## src/rtl/pattern_plotter_pkg.sv

```systemverilog
// Shared types and constants for the framebuffer test-pattern plotter.
package pattern_plotter_pkg;

    typedef struct packed {
        logic [7:0] r;
        logic [7:0] g;
        logic [7:0] b;
        logic [7:0] a;
    } pixel_t;

    typedef enum logic [1:0] {
        SOLID    = 2'd0,
        GRADIENT = 2'd1,
        BARS     = 2'd2,
        CHECKER  = 2'd3
    } pattern_mode_t;

    typedef enum logic {
        IDLE = 1'b0,
        RUN  = 1'b1
    } plotter_state_t;

    // Classic colour bars, left to right.
    localparam pixel_t BAR_COLORS [8] = '{
        32'hFFFFFFFF, 32'hFFFF00FF, 32'h00FFFFFF, 32'h00FF00FF,
        32'hFF00FFFF, 32'hFF0000FF, 32'h0000FFFF, 32'h000000FF
    };

endpackage

```

## src/rtl/pattern_plotter_pixel.sv

```systemverilog
// Combinational pixel generator: selects the pattern colour from pre-computed counters.
module pattern_pixel
    import pattern_plotter_pkg::*;
(
    input  logic [1:0]  mode_i,
    input  logic        x_cell_i,
    input  logic        y_cell_i,
    input  logic [7:0]  ramp_i,
    input  logic [2:0]  bar_i,
    input  logic [31:0] solid_i,
    output logic [31:0] pixel_o
);

    always_comb begin
        pixel_o = '0;
        case (pattern_mode_t'(mode_i))
            SOLID:    pixel_o = solid_i;
            GRADIENT: pixel_o = {4{ramp_i}};
            BARS:     pixel_o = BAR_COLORS[bar_i];
            CHECKER:  pixel_o = (x_cell_i ^ y_cell_i) ? '1 : '0;
            default:  pixel_o = '0;
        endcase
    end

endmodule

```

## src/rtl/pattern_plotter.sv

```systemverilog
// Framebuffer test-pattern source writing one WIDTH x HEIGHT frame per start (or continuously).
// Optional frame-to-frame animation enabled by defining PATTERN_PLOTTER_ANIM_EN.
module pattern_plotter
    import pattern_plotter_pkg::*;
#(
    parameter int WIDTH     = 640,
    parameter int HEIGHT    = 480,
    parameter int ADDR_W    = 19,
    parameter int GRAD_MAX  = 200,
    parameter int CELL_LOG2 = 4
) (
    input  logic              clock,
    input  logic              reset,
    input  logic              start,
    input  logic              continuous,
    input  logic [1:0]        mode,
    input  logic [31:0]       solid_color,
    output logic              wr_valid,
    input  logic              wr_ready,
    output logic [ADDR_W-1:0] wr_address,
    output logic [31:0]       wr_data,
    output logic              busy,
    output logic              frame_done,
    output logic [15:0]       frame_count
);

    // Counters are widened so the checker cell bit always exists.
    localparam int XW    = ($clog2(WIDTH)  > CELL_LOG2) ? $clog2(WIDTH)  : CELL_LOG2 + 1;
    localparam int YW    = ($clog2(HEIGHT) > CELL_LOG2) ? $clog2(HEIGHT) : CELL_LOG2 + 1;
    localparam int BAR_W = WIDTH / 8;
    localparam int BW    = (BAR_W > 1) ? $clog2(BAR_W) : 1;

    plotter_state_t    state_q, state_d;
    logic [XW-1:0]     x_q, x_d;
    logic [YW-1:0]     y_q, y_d;
    logic [ADDR_W-1:0] addr_q, addr_d;
    logic              valid_q, valid_d;
    logic [31:0]       data_q, data_d;
    logic [7:0]        ramp_q, ramp_d;
    logic [2:0]        bar_q, bar_d;
    logic [BW-1:0]     bpx_q, bpx_d;
    logic [1:0]        mode_q, mode_d;
    logic [31:0]       solid_q, solid_d;
    logic              done_q, done_d;
    logic [15:0]       count_q, count_d;
    logic [7:0]        phase_q, phase_d;
    logic              load, step, accept, last;
    logic              cell_x;
    logic [31:0]       pix;

    assign accept = valid_q && wr_ready;
    assign last   = (x_q == XW'(WIDTH - 1)) && (y_q == YW'(HEIGHT - 1));

    always_comb begin
        state_d = state_q;
        x_d     = x_q;
        y_d     = y_q;
        addr_d  = addr_q;
        valid_d = valid_q;
        ramp_d  = ramp_q;
        bar_d   = bar_q;
        bpx_d   = bpx_q;
        mode_d  = mode_q;
        solid_d = solid_q;
        done_d  = 1'b0;
        count_d = count_q;
        phase_d = phase_q;
        load    = 1'b0;
        step    = 1'b0;

        case (state_q)
            IDLE: begin
                if (start) begin
                    state_d = RUN;
                    load    = 1'b1;
                end
            end
            RUN: begin
                if (accept) begin
                    if (last) begin
                        done_d  = 1'b1;
                        count_d = count_q + 16'd1;
`ifdef PATTERN_PLOTTER_ANIM_EN
                        phase_d = (phase_q == 8'(GRAD_MAX - 1)) ? '0 : phase_q + 8'd1;
`endif
                        if (continuous) begin
                            load = 1'b1;
                        end else begin
                            state_d = IDLE;
                            valid_d = 1'b0;
                            addr_d  = '0;
                            x_d     = '0;
                            y_d     = '0;
                        end
                    end else begin
                        step = 1'b1;
                    end
                end
            end
            default: state_d = IDLE;
        endcase

        // Counters track the pixel about to be presented; the pixel colour is registered with it.
        if (load) begin
            x_d     = '0;
            y_d     = '0;
            addr_d  = '0;
            valid_d = 1'b1;
            ramp_d  = phase_d;
            bar_d   = phase_d[2:0];
            bpx_d   = '0;
            mode_d  = mode;
            solid_d = solid_color;
        end else if (step) begin
            addr_d = addr_q + 1'b1;
            if (x_q == XW'(WIDTH - 1)) begin
                x_d    = '0;
                y_d    = y_q + 1'b1;
                ramp_d = phase_d;
                bar_d  = phase_d[2:0];
                bpx_d  = '0;
            end else begin
                x_d    = x_q + 1'b1;
                ramp_d = (ramp_q == 8'(GRAD_MAX - 1)) ? '0 : ramp_q + 8'd1;
                if (bpx_q == BW'(BAR_W - 1)) begin
                    bpx_d = '0;
                    bar_d = bar_q + 3'd1;
                end else begin
                    bpx_d = bpx_q + 1'b1;
                end
            end
        end
    end

`ifdef PATTERN_PLOTTER_ANIM_EN
    assign cell_x = x_d[CELL_LOG2] ^ phase_d[0];
`else
    assign cell_x = x_d[CELL_LOG2];
`endif

    pattern_pixel u_pixel (
        .mode_i   (mode_d),
        .x_cell_i (cell_x),
        .y_cell_i (y_d[CELL_LOG2]),
        .ramp_i   (ramp_d),
        .bar_i    (bar_d),
        .solid_i  (solid_d),
        .pixel_o  (pix)
    );

    assign data_d = (load || step) ? pix : data_q;

    always_ff @(posedge clock or posedge reset) begin
        if (reset) begin
            state_q <= IDLE;
            x_q     <= '0;
            y_q     <= '0;
            addr_q  <= '0;
            valid_q <= 1'b0;
            data_q  <= '0;
            ramp_q  <= '0;
            bar_q   <= '0;
            bpx_q   <= '0;
            mode_q  <= '0;
            solid_q <= '0;
            done_q  <= 1'b0;
            count_q <= '0;
            phase_q <= '0;
        end else begin
            state_q <= state_d;
            x_q     <= x_d;
            y_q     <= y_d;
            addr_q  <= addr_d;
            valid_q <= valid_d;
            data_q  <= data_d;
            ramp_q  <= ramp_d;
            bar_q   <= bar_d;
            bpx_q   <= bpx_d;
            mode_q  <= mode_d;
            solid_q <= solid_d;
            done_q  <= done_d;
            count_q <= count_d;
            phase_q <= phase_d;
        end
    end

    assign wr_valid    = valid_q;
    assign wr_address  = addr_q;
    assign wr_data     = data_q;
    assign busy        = (state_q == RUN);
    assign frame_done  = done_q;
    assign frame_count = count_q;

endmodule

```

## config.mk

```make
export PLATFORM = sky130hd
export DESIGN_NAME = pattern_plotter
export DESIGN_NICKNAME = d
export VERILOG_FILES = /design/src/rtl/pattern_plotter_pkg.sv /design/src/rtl/pattern_plotter_pixel.sv /design/src/rtl/pattern_plotter.sv
export SDC_FILE = /design/constraint.sdc
export NUM_CORES = 1
export LEC_CHECK = 0
export CORE_ASPECT_RATIO = 1.2
export CORE_MARGIN = 2
export CORE_UTILIZATION = 45
export CTS_BUF_LIST = sky130_fd_sc_hd__clkbuf_8 sky130_fd_sc_hd__clkbuf_16
export CTS_CLUSTER_SIZE = 8
export DETAILED_ROUTE_END_ITERATION = 10
export PLACE_DENSITY = 0.76
export REMOVE_ABC_BUFFERS = 1
export SLEW_MARGIN = 15
export SYNTH_ARGS = -nofsm -noshare
export SYNTH_HDL_FRONTEND = slang
export SYNTH_SLANG_ARGS = --single-unit
```

## constraint.sdc

```tcl
create_clock -name clock -period 4 [get_ports clock]
set_clock_uncertainty 0.05 [all_clocks]
set_input_delay 0.4 -clock clock [delete_from_list [all_inputs] [get_ports clock]]
set_output_delay 0.4 -clock clock [all_outputs]
set_load 0.01 [all_outputs]
```

Yosys cells after proc, flatten, opt, wreduce, memory -nomap -nowiden
Memory sizes are Yosys's and may differ from the RTL's.
Index checks and enable logic that the tools add are counted.
{"block": "totals", "ff_bits": 141, "romBits": 256, "output_inout_bits": 70, "wordCells": 106, "memories": 1}
{"memory": "(no name shown)", "depth": 8, "width": 32, "read_ports": 1, "rd_ports_with_merged_regs": 0, "wr": 0, "line": "pattern_plotter_pixel.sv:19", "rtl": "BARS: pixel_o = BAR_COLORS[bar_i];"}
{"block": "classes", "addsub": 7, "order_cmp": 1, "n_eq_ne": 9, "n_mux": 57, "bitwise": 3, "reduce_logical": 14}
{"op": "32-bit 2-to-1 mux", "count": 4}
{"op": "32-bit case mux with 4 select lines", "count": 1}
{"op": "19-bit 2-to-1 mux", "count": 6}
{"op": "10-bit 2-to-1 mux", "count": 7}
{"op": "9-bit 2-to-1 mux", "count": 7}
{"op": "8-bit 2-to-1 mux", "count": 4}
{"op": "7-bit 2-to-1 mux", "count": 4}
{"op": "19-bit by 1-bit adder with 19-bit output (second input constant)", "count": 1}
{"op": "1-bit 2-to-1 mux", "count": 17}
{"op": "16-bit by 1-bit adder with 16-bit output (second input constant)", "count": 1}
{"op": "3-bit 2-to-1 mux", "count": 4}
{"op": "10-bit by 1-bit adder with 10-bit output (second input constant)", "count": 1}
{"op": "10-bit equality test (second input constant)", "count": 1}
{"op": "9-bit by 1-bit adder with 9-bit output (second input constant)", "count": 1}
{"op": "9-bit equality test (second input constant)", "count": 1}
{"op": "3-bit nonzero test", "count": 3}
{"op": "8-bit by 1-bit adder with 8-bit output (second input constant)", "count": 1}
{"op": "8-bit equality test (second input constant)", "count": 1}
{"op": "4-bit AND reduction", "count": 2}
{"op": "2-bit nonzero test", "count": 4}
{"op": "7-bit by 1-bit adder with 7-bit output (second input constant)", "count": 1}
{"op": "7-bit equality test (second input constant)", "count": 1}
{"op": "2-bit equality test (second input constant)", "count": 2}
{"op": "4-bit >= comparator (second input constant)", "count": 1}
{"op": "other kinds (13)", "count": 15}

Longest topological paths before layout
Gate-level depths: netlist (run 1).
{"block": "logic_depth", "depth_word": 12, "ltp_mapped": 10, "ltp_nobuf": 7}

Cells and area by module
Synthesis (run 1) repeated with hierarchy kept, for this count alone.
{"block": "hier_totals", "hier_cells": 624, "area_unflattened_um2": 6854.1}
{"mod": "pattern_plotter", "n_inst": 1, "cells_each": 534, "area_each_um2": 6304.8, "seq_area_each_um2": 3528.4}
{"mod": "pattern_pixel", "n_inst": 1, "cells_each": 90, "area_each_um2": 549.3, "seq_area_each_um2": 0.0}

Worst setup path after synthesis (run 1)
Ideal clock, no wire load.
{"block": "synth_timing", "path_type": "register -> register", "from": "register x_q[0]", "to": "register data_q[31], in the netlist wr_data[31]", "setup_time_ps": 143, "t_arrival_ps": 2356, "required_ps": 3807, "slack_ps": 1452, "path_stages_with_launch": 10, "n_path_buf": 2, "cell_sequence": "dfrtp_1 > ha_1 > and3_1 > nand4_1 > o21ai_1 > buf_4 > mux2i_1 > clkbuf_1 > o311a_1 > a211oi_1"}
{"block": "synth_between", "elab_chain_cells": 12, "word_cells_on_any_way": 41, "classes_between": "add/sub (1); eq/ne (4); mux (30); bitwise (2); reduce/logical (3); memory (1)"}
{"element": "start, declared", "line": "pattern_plotter.sv:34", "rtl": "logic [XW-1:0] x_q, x_d;"}
{"element": "start signal, assigned", "line": "pattern_plotter.sv:156", "rtl": "x_q <= '0;"}
{"element": "start signal, assigned", "line": "pattern_plotter.sv:171", "rtl": "x_q <= x_d;"}
{"element": "10-bit equality test", "line": "pattern_plotter.sv:52, pattern_plotter.sv:116"}
{"element": "1-bit logical AND", "line": "pattern_plotter.sv:52", "rtl": "assign last = (x_q == XW'(WIDTH - 1)) && (y_q == YW'(HEIGHT - 1));"}
{"element": "1-bit 2-to-1 mux", "line": "pattern_plotter.sv:80", "rtl": "if (last) begin"}
{"element": "1-bit 2-to-1 mux", "line": "pattern_plotter.sv:79", "rtl": "if (accept) begin"}
{"element": "1-bit 2-to-1 mux", "line": "pattern_plotter.sv:71", "rtl": "case (state_q)"}
{"element": "3-bit 2-to-1 mux", "line": "pattern_plotter.sv:114", "rtl": "end else if (step) begin"}
{"element": "3-bit 2-to-1 mux", "line": "pattern_plotter.sv:104", "rtl": "if (load) begin"}
{"element": "3-bit inverter with 4-bit output (not written as such)", "line": "pattern_plotter_pixel.sv:19"}
{"element": "memory 8 x 32 bit"}
{"element": "32-bit 2-to-1 mux (not written as such) (2 in series)", "line": "pattern_plotter_pixel.sv:19"}
{"element": "32-bit case mux with 4 select lines", "line": "pattern_plotter_pixel.sv:16", "rtl": "case (pattern_mode_t'(mode_i))"}
{"element": "end signal, assigned", "line": "pattern_plotter.sv:175", "rtl": "data_q <= data_d;"}
{"element": "end, declared", "line": "pattern_plotter.sv:38", "rtl": "logic [31:0] data_q, data_d;"}
Parallel ways exist; a longest one is shown, timed or not. The select of a mux whose other input is x is not followed.
A chain may end at the register's enable or synchronous reset.

Final worst setup path (run 1)
{"block": "layout_timing", "from": "register x_q[0]", "to": "register data_q[17], in the netlist wr_data[17]"}
The elaborated chain is that of the path after synthesis.

==> out/results.txt, run 1 <==
commonest register cell after synthesis: dfrtp_1
most frequent cell after synthesis: dfrtp_1
number of max-cap violations: 0
TritonCTS clock tree: done
global placement routability congestion: 0.8900
delay-heaviest family, CP: simple AND/OR/NAND/NOR gates
PnR Total Power: 4.366 mW
Setup-failing EPs final: 0
status: completed
Highest Clock Rate: 306.2 MHz
Seq/Total Area, Yosys: 0.5206
largest net degree at the start of global routing: 80
Worst Path Arrival: 3.54 ns
slowest CP cell: mux2i_4
Area growth, synth to finish: 29.54%
clock sinks: 141
Ys Warns: 0
Congestion Overflow GR: 0
Avg Cell Area, Syn: 10.30 um2
dpl cell area: 0.008158 mm2
number of global-route vias before repair: 5,857
Skew-Pair Late Insertion Delay: 0.42 ns
diode count: 0
Synth Instances: 658
crit start category: flip-flop
CP max stage delay: 0.73 ns
Post-synth ARST share: 1.000
Post-CTS Setup Inserts: 0
top-area cell type share of the netlist area: 0.5206
Crit path depth: 8
CP max FO: 25
Worst setup EP type: flip-flop
hold depth: 1
RSZ-0062 raised after global routing: false
Post-synth EDFFs: 0
Synth area leaders: dfrtp_1, mux2_2, a211oi_1
CP Data Required Time: 4.27 ns
critical-path cell list: ha_1 > and3_1 > nand4_1 > o21ai_4 > mux2i_4 > buf_4 > nor3_1 > a211oi_1
Port Buffers: 108
initial antenna violation count: 0
die width: 116.0 um
die area: 0.01606 mm2
top post-synthesis cells by count: dfrtp_1, nor2_1, nand2_1, o21ai_0
Initial Util: 0.4568
worst slew pin tran: 0.8289 ns
post-layout min period: 3.266 ns
via/cell ratio: 5.755
kind of critical path: reg2reg
Root Buffer: clkbuf_16
Max clock buf depth: 2
ANT nets after route: 0
CTS Buf Count: 17
nets: 815
Synth cell types: 54
CTS resizes: 0
cell accounting for the most synthesized area: dfrtp_1
Seq cells post-synth: 141
initial drt markers: 533
die height: 138.4 um
Post-Synthesis Cell Area: 0.006778 mm2
R2R cell count: 8
Pre-antenna DRT Iters: 5
core area: 0.01484 mm2
estimated wirelength of the detail-placed design: 12,080 um
Post-Route WL: 17,220 um
first-pass GRT wire length: 28,920 um
maximum VDD drop: 0.3078 mV
via count: 5,674
relative slew slack: 0.4396
Pleak: 3.697 nW
I/O pin cnt: 109
share of layout cells above drive strength 1: 0.1253
fin crit share: 0.8165
DR DRC count: 0
Row Count: 49
H-tree Lvls: 4
Crit path buffers/inverters: 1
Pwr per Cell Area: 497.3 mW/mm2
Total GRT Usage: 0.2252
Slew Limit Fails: 0
Reg clk slew, reported paths: 0.07 ns
cts hold-fix bufs: 0
hold crit path type: reg2reg
WL/cell: 17.46 um
Design Area, Final: 0.008780 mm2
Final Hold Fails: 0
area by class of cell:
cell class	count	area (um2)
clock buffers	18	439.2
clock inverters	14	182.7
multi-input cells	479	3147
flip-flops and latches	141	3528
fillers	1258	6057
well taps	204	255.2
inverters	9	36.28
repair buffers	121	1191
cells by family after synthesis:
group                      Yosys count  synth area share
and+or+nand+nor                    260            0.1931
AOI/OAI and AO/OA                  145            0.1499
DFF                                141            0.5206
muxes                               40           0.06609
buffers and inverters               38           0.02252
xor gates and xnor gates            27           0.03489
adders and majority gates            7           0.01292
worst register-to-register path, delay by kind of cell (launching register included):
kind,cells,cell delay (ns)
compound gates,2,0.63
mux,1,0.73
buf+inv,1,0.35
simple gates,3,0.75
flops,1,0.40
fa+ha+maj,1,0.26
worst paths after layout:
check	from	endpoint	slack, ns
worst max-delay path	x_q[0]	wr_data[17]	0.73
worst min-delay path	frame_count[15]	frame_count[15]	0.42
worst max register to register	x_q[0]	wr_data[17]	0.73
worst min register to register	frame_count[15]	frame_count[15]	0.42
max in group asynchronous	reset	frame_count[5]	2.56
min in group asynchronous	reset	solid_q[9]	0.44
layer usage:
layer / global-route usage / wire length [um] / vias to the layer above
met5: 0 / 0 / -
met4: 0.08772 / 325 / 0
met3: 0.06576 / 1003 / 30
met2: 0.3706 / 8874 / 202
met1: 0.2778 / 7014 / 2824
li1: - / - / 2618
through the flow:
step / hold WS [ns] / setup slack (ns) / util / TNS [ns] / cells
2_1_floorplan: 0.4007 / -1.385 / - / -79.91 / 629
3_3_place_gp: 0.4114 / 0.7653 / 0.5498 / 0 / 954
3_5_place_dp: 0.4192 / 0.6257 / 0.5498 / 0 / 954
4_1_cts: 0.4276 / 0.7287 / 0.5918 / 0 / 986
5_1_grt: 0.4558 / 0.4007 / 0.5918 / 0 / 986
6_report: 0.4231 / 0.7340 / 0.5918 / 0 / 986
report_power, final:
group          switching (mW)  total [mW]  internal [mW]  leakage (nW)
combinational           0.429       0.867          0.438          1.60
clock                   0.658        1.67           1.01         0.295
sequential              0.186        1.83           1.64          1.80
cell usage in the layout, fill, tap and decap left out, drive strengths merged, types with 22 or more instances in the layout:
cell	instances
a211oi	40
nand3	23
nor2	69
o21ai	42
clkdlybuf4s50	108
mux2	35
nand2	64
nor3	36
a21oi	22
dfrtp	141
state kept, by name, indices dropped and copies added (netlist names), 2 cells and up:
name	cells
frame_count	16
ramp_q	8
y_q	9
wr_address	19
x_q	10
mode_q	2
bpx_q	7
solid_q	32
wr_data	32
bar_q	3
Note: power is estimated with default switching activity, not from simulation.
==> inputs of run 2 (changes only) <==
--- a/config.mk
+++ b/config.mk
@@ -11,7 +11,7 @@
 export CTS_BUF_LIST = sky130_fd_sc_hd__clkbuf_8 sky130_fd_sc_hd__clkbuf_16
 export CTS_CLUSTER_SIZE = 8
 export DETAILED_ROUTE_END_ITERATION = 10
-export PLACE_DENSITY = 0.76
+export PLACE_DENSITY = 0.73
 export REMOVE_ABC_BUFFERS = 1
 export SLEW_MARGIN = 15
 export SYNTH_ARGS = -nofsm -noshare
==> constraint.sdc (replaced) <==
create_clock -name clock -period 3.3 [get_ports clock]
set_clock_uncertainty 0.05 [all_clocks]
set_input_delay 0.33 -clock clock [delete_from_list [all_inputs] [get_ports clock]]
set_output_delay 0.33 -clock clock [all_outputs]
set_load 0.01 [all_outputs]
==> run 2 against run 1 <==
Largest cell class unchanged; global-route usage is 0.31 points lower; critical endpoint is now wr_data[21]; cell count is 0.61% higher; register-to-register slack worse by 0.38 ns.
==> out/results.txt, run 2 (synthesis gave the netlist of run 1 again) <==
I/O pin cnt: 109 (unchanged)
global placement routability congestion: 0.8559 (-3.8%)
CP max FO: 8 (-68%)
TritonCTS clock tree: done
cts hold-fix bufs: 0 (unchanged)
Reg clk slew, reported paths: 0.07 ns (about the same)
share of layout cells above drive strength 1: 0.1307 (+0.005391)
status: completed
Initial Util: 0.4568 (unchanged)
number of max-cap violations: 0 (unchanged)
initial antenna violation count: 0 (unchanged)
Port Buffers: 108 (unchanged)
Final Hold Fails: 0 (unchanged)
Hold Slack: 0.2793 ns (-0.1437 ns)
nets: 821 (+0.74%)
Total GRT Usage: 0.2221 (-0.003069)
Row Count: 49 (unchanged)
number of global-route vias before repair: 5,816 (-0.70%)
Post-CTS Setup Inserts: 0 (unchanged)
RSZ-0062 raised after global routing: false
Placed Cells: 960 (+0.63%)
worst slew pin tran: 0.8644 ns (+0.03557 ns)
Slew Limit Fails: 0 (unchanged)
Pwr per Cell Area: 585.6 mW/mm2 (+18%)
initial drt markers: 408 (-23%)
largest net degree at the start of global routing: 74 (-7.5%)
kind of critical path: reg2reg
most frequent cells in the layout: dfrtp_1, clkdlybuf4s50_1, nor2_1
crit path from: x_q[0]
die area: 0.01606 mm2 (unchanged)
CTS Buf Count: 17 (unchanged)
WL/cell: 17.44 um (-0.11%)
Setup-failing EPs final: 0 (unchanged)
R2R Path End: wr_data[21]
Place WS: 0.1736 ns (-0.4521 ns)
Post-Route WL: 17,300 um (+0.49%)
via/cell ratio: 5.757 (about the same)
CTS resizes: 0 (unchanged)
Max clock buf depth: 2 (unchanged)
ANT nets after route: 0 (unchanged)
Final WS setup: 0.3511 ns (-0.3829 ns)
hold crit path type: in2async
commonest non-fill, non-tap cell in the layout: dfrtp_1
CP Data Required Time: 3.52 ns (-0.75 ns)
Area growth, synth to finish: 29.48% (about the same)
maximum VDD drop: 0.3668 mV (+19%)
r2r startpoint: x_q[0]
estimated wirelength of the detail-placed design: 11,990 um (-0.78%)
core area: 0.01484 mm2 (unchanged)
first-pass GRT wire length: 28,440 um (-1.6%)
Root Buffer: clkbuf_16
clock sinks: 141 (unchanged)
die width: 116.0 um (unchanged)
Skew-Pair Late Insertion Delay: 0.42 ns (about the same)
post-layout min period: 2.949 ns (-0.3171 ns)
Layout Cells excl Fill: 992 (+0.61%)
R2R cell count: 7 (-1)
relative slew slack: 0.4188 (-0.02085)
fin crit share: 0.8936 (+0.07710)
H-tree Lvls: 4 (unchanged)
diode count: 0 (unchanged)
via count: 5,711 (+0.65%)
Worst Path Arrival: 3.17 ns (-0.37 ns)
Congestion Overflow GR: 0 (unchanged)
crit start category: flip-flop
DR DRC count: 0 (unchanged)
Highest Clock Rate: 339.1 MHz (+11%)
die height: 138.4 um (unchanged)
r2r setup slk: 0.35 ns (-0.38 ns)
Worst setup EP type: flip-flop
Pleak: 3.709 nW (+0.33%)
Pre-antenna DRT Iters: 5 (unchanged)
## run 2: cell count changes in the layout (fill, tap and decap cells not counted)
cell       previous run  this run
bufinv_16             3         1
inv_8                 0         1
inv_1                 8         9
clkinv_2              0         1
clkinv_4              3         2
buf_4                12        18
## run 2: worst max-delay path, cell delays in order, from the launching register on
cell	delay (ns)
dfrtp_1	0.40
ha_1	0.25
and3_1	0.27
nand4_1	0.25
o21ai_0	0.44
and4b_1	0.38
a211oi_4	0.56
a211oi_1	0.19
## run 2: worst max path at each step
| stage | end | slack [ns] | depth (start not counted) |
|---|---|---|---|
| floorplan | wr_data[31] | -2.09 | 6 |
| global placement | wr_data[19] | 0.33 | 8 |
| detailed placement | wr_data[19] | 0.17 | 8 |
| CTS | wr_data[21] | 0.39 | 7 |
| global route | wr_data[21] | 0.1 | 7 |
| finish | wr_data[21] | 0.35 | 7 |
## run 2: final cells by class
class                   count  area, um2
inverters                   9      36.28
well taps                 204      255.2
clock buffers              18      439.2
multi-input cells         479       3147
flip-flops and latches    141       3528
fillers                  1261       6061
clock inverters            14      133.9
repair buffers            127       1236
## run 2: routing by layer
layer	up-vias	global-route usage	part of all wire
li1	2617	-	-
met1	2844	0.2795	0.42
met2	209	0.3678	0.50
met3	41	0.05743	0.060
met4	0	0.08083	0.020
met5	-	0	0
## run 2: power breakdown
group / leakage, nW / internal [mW] / switching [mW] / total [mW]
Sequential: 1.80 / 1.99 / 0.226 / 2.22
Clock: 0.277 / 1.07 / 0.787 / 1.86
Combinational: 1.63 / 0.536 / 0.526 / 1.06
Total: 3.71 / 3.60 / 1.54 / 5.14
## run 2: through the flow
stage	util	area, um2	TNS, ns	power, mW
6_report	0.5915	8776	0	5.140
5_1_grt	0.5915	8776	0	5.364
4_1_cts	0.5915	8776	0	5.161
3_5_place_dp	0.5529	8203	0	3.284
3_3_place_gp	0.5529	8203	0	3.239
2_1_floorplan	-	6659	-205.37	2.726
==> inputs of run 3 (changes only) <==
--- a/config.mk
+++ b/config.mk
@@ -11,7 +11,7 @@
 export CTS_BUF_LIST = sky130_fd_sc_hd__clkbuf_8 sky130_fd_sc_hd__clkbuf_16
 export CTS_CLUSTER_SIZE = 8
 export DETAILED_ROUTE_END_ITERATION = 10
-export PLACE_DENSITY = 0.73
+export PLACE_DENSITY = 0.67
 export REMOVE_ABC_BUFFERS = 1
 export SLEW_MARGIN = 15
 export SYNTH_ARGS = -nofsm -noshare
==> run 3 against run 2 <==
Sequential power barely moved; count of clock-buffer cells in the layout did not move; sequential share of layout area fell by 0.24 points; routed wire length fell by 4.7%; combinational power barely moved; worst setup slack improved by 0.054 ns; via count fell by 3.6%; final area rose by 0.61%; largest power group unchanged; highest routed layer unchanged.
==> out/results.txt, run 3 (synthesis gave the netlist of run 1 again) <==
Root Buffer: clkbuf_16
Row Count: 49 (unchanged)
Area growth, synth to finish: 30.28%
register area: 0.003528 mm2 (unchanged)
number of max-cap violations: 0 (unchanged)
Pwr per Cell Area: 590.1 mW/mm2 (+0.76%)
maximum VDD drop: 0.4629 mV (+26%)
die width: 116.0 um (unchanged)
Slew Limit Fails: 0 (unchanged)
worst slew pin tran: 0.7060 ns (-0.1584 ns)
GRT met2 Usage: 0.3460 (-0.02185)
number of global-route vias before repair: 5,509 (-5.3%)
clock sinks: 141 (unchanged)
Port Buffers: 108 (unchanged)
critical-path cell list: ha_1 > and3_1 > nand4_1 > o21ai_0 > and4b_1 > a211oi_4 > a211oi_1
Worst setup EP type: flip-flop
kind of critical path: reg2reg
ANT nets after route: 0 (unchanged)
WL/cell: 16.58 um (-4.9%)
Worst Path Arrival: 3.13 ns (-0.04 ns)
first-pass GRT wire length: 27,360 um (-3.8%)
Post-Route WL: 16,480 um (-4.7%)
TritonCTS clock tree: done
met3 GRT Util: 0.05042 (-0.007014)
estimated wirelength of the detail-placed design: 11,600 um (-3.3%)
Post-CTS Setup Inserts: 0 (unchanged)
Setup-failing EPs final: 0 (unchanged)
via/cell ratio: 5.539 (-3.8%)
I/O pin cnt: 109 (unchanged)
die area: 0.01606 mm2 (unchanged)
Final WS setup: 0.4053 ns (+0.05416 ns)
# fillers: 1,333 (+5.7%)
Total GRT Usage: 0.2141 (-0.008035)
most frequent cells in the layout: dfrtp_1, clkdlybuf4s50_1, nor2_1
CTS resizes: 0 (unchanged)
commonest non-fill, non-tap cell in the layout: dfrtp_1
initial antenna violation count: 0 (unchanged)
GRT Max-Usage Layer: met2
H-tree Lvls: 4 (unchanged)
R2R cell count: 7 (unchanged)
met1 usage in global routing: 0.2894 (+0.009851)
initial drt markers: 316 (-23%)
CP Data Required Time: 3.53 ns (about the same)
Crit path depth: 7 (unchanged)
share of layout cells above drive strength 1: 0.1329 (+0.002201)
core area: 0.01484 mm2 (unchanged)
utilization after layout: 0.5951 (+0.003627)
Skew-Pair Late Insertion Delay: 0.43 ns (about the same)
crit start category: flip-flop
Sum Neg Setup Slack: 0 ns (unchanged)
CP max FO: 8 (unchanged)
status: completed
Pleak: 3.724 nW (+0.40%)
CP max stage delay: 0.53 ns (-0.03 ns)
RSZ-0062 raised after global routing: false
Place WS: 0.3239 ns (+0.1503 ns)
largest net degree at the start of global routing: 78 (+5.4%)
Pre-antenna DRT Iters: 5 (unchanged)
Max clock buf depth: 2 (unchanged)
via count: 5,506 (-3.6%)
DR DRC count: 0 (unchanged)
PnR Total Power: 5.210 mW (+1.4%)
die height: 138.4 um (unchanged)
dpl cell area: 0.008220 mm2 (+0.21%)
hold crit path type: in2async
fin crit share: 0.8772 (-0.01641)
Reg clk slew, reported paths: 0.06 ns (about the same)
cts hold-fix bufs: 0 (unchanged)
post-layout min period: 2.895 ns (-0.05416 ns)
Crit path buffers/inverters: 0 (unchanged)
Congestion Overflow GR: 0 (unchanged)
r2r setup slk: 0.41 ns (+0.05 ns)
diode count: 0 (unchanged)
Initial Util: 0.4568 (unchanged)
multi-input logic area: 0.003147 mm2 (unchanged)
relative slew slack: 0.5293 (+0.1105)
global placement routability congestion: 0.8412 (-1.7%)
Final Hold Fails: 0 (unchanged)
CTS Buf Count: 17 (unchanged)
slowest CP cell: a211oi_4
delay-heaviest family, CP: compound AO/OA/AOI/OAI gates
Design Area, Final: 0.008830 mm2 (+0.61%)
Highest Clock Rate: 345.5 MHz (+1.9%)
nets: 823 (+0.24%)
==> run 3: changes by cell type in the layout (fill, tap and decap cells not counted) <==
| cell | change |
|---|---|
| clkinvlp_4 | +3 |
| inv_6 | -3 |
| bufinv_16 | +2 |
| inv_4 | -1 |
| buf_4 | +2 |
| inv_8 | -1 |
==> run 3: power by group <==
group          switching, mW  internal (mW)  total [mW]
registers              0.222           1.99        2.22
logic                  0.503          0.531        1.03
clock network          0.754           1.21        1.96
==> run 3: area by class of cell <==
| cell class | count | area share |
|---|---|---|
| Sequential cell | 141 | 0.3996 |
| Multi-Input combinational cell | 479 | 0.3564 |
| Timing Repair Buffer | 129 | 0.1417 |
| Clock buffer | 18 | 0.04974 |
| Tap cell | 204 | 0.02891 |
| Clock inverter | 14 | 0.01927 |
| Inverter | 9 | 0.004393 |
==> run 3: worst paths after layout <==
check,from,endpoint
min in group clock,frame_count[15],frame_count[15]
max in group asynchronous,reset,frame_count[15]
worst max register to register,x_q[0],wr_data[25]
worst min register to register,frame_count[15],frame_count[15]
worst max-delay path,x_q[0],wr_data[25]
worst min-delay path,reset,solid_q[17]
==> run 3: worst reg2reg max path, cell delays in order, from the launching register on <==
cell      delay, ns
dfrtp_1        0.42
ha_1           0.26
and3_1         0.28
nand4_1        0.25
o21ai_0        0.43
and4b_1        0.39
a211oi_4       0.54
a211oi_1       0.16
==> run 3: metrics by stage <==
stage | instances | hold WS, ns
after floorplan | 629 | 0.3925
after global placement | 962 | 0.4108
after detailed placement | 962 | 0.4199
after CTS | 994 | 0.3820
after global routing | 994 | 0.4130
final | 994 | 0.3413
==> run 3: layer usage <==
layer / up-vias / part of all wire
li1: 2625 / -
met1: 2715 / 0.45
met2: 151 / 0.49
met3: 15 / 0.048
met4: 0 / 0.013
met5: - / 0
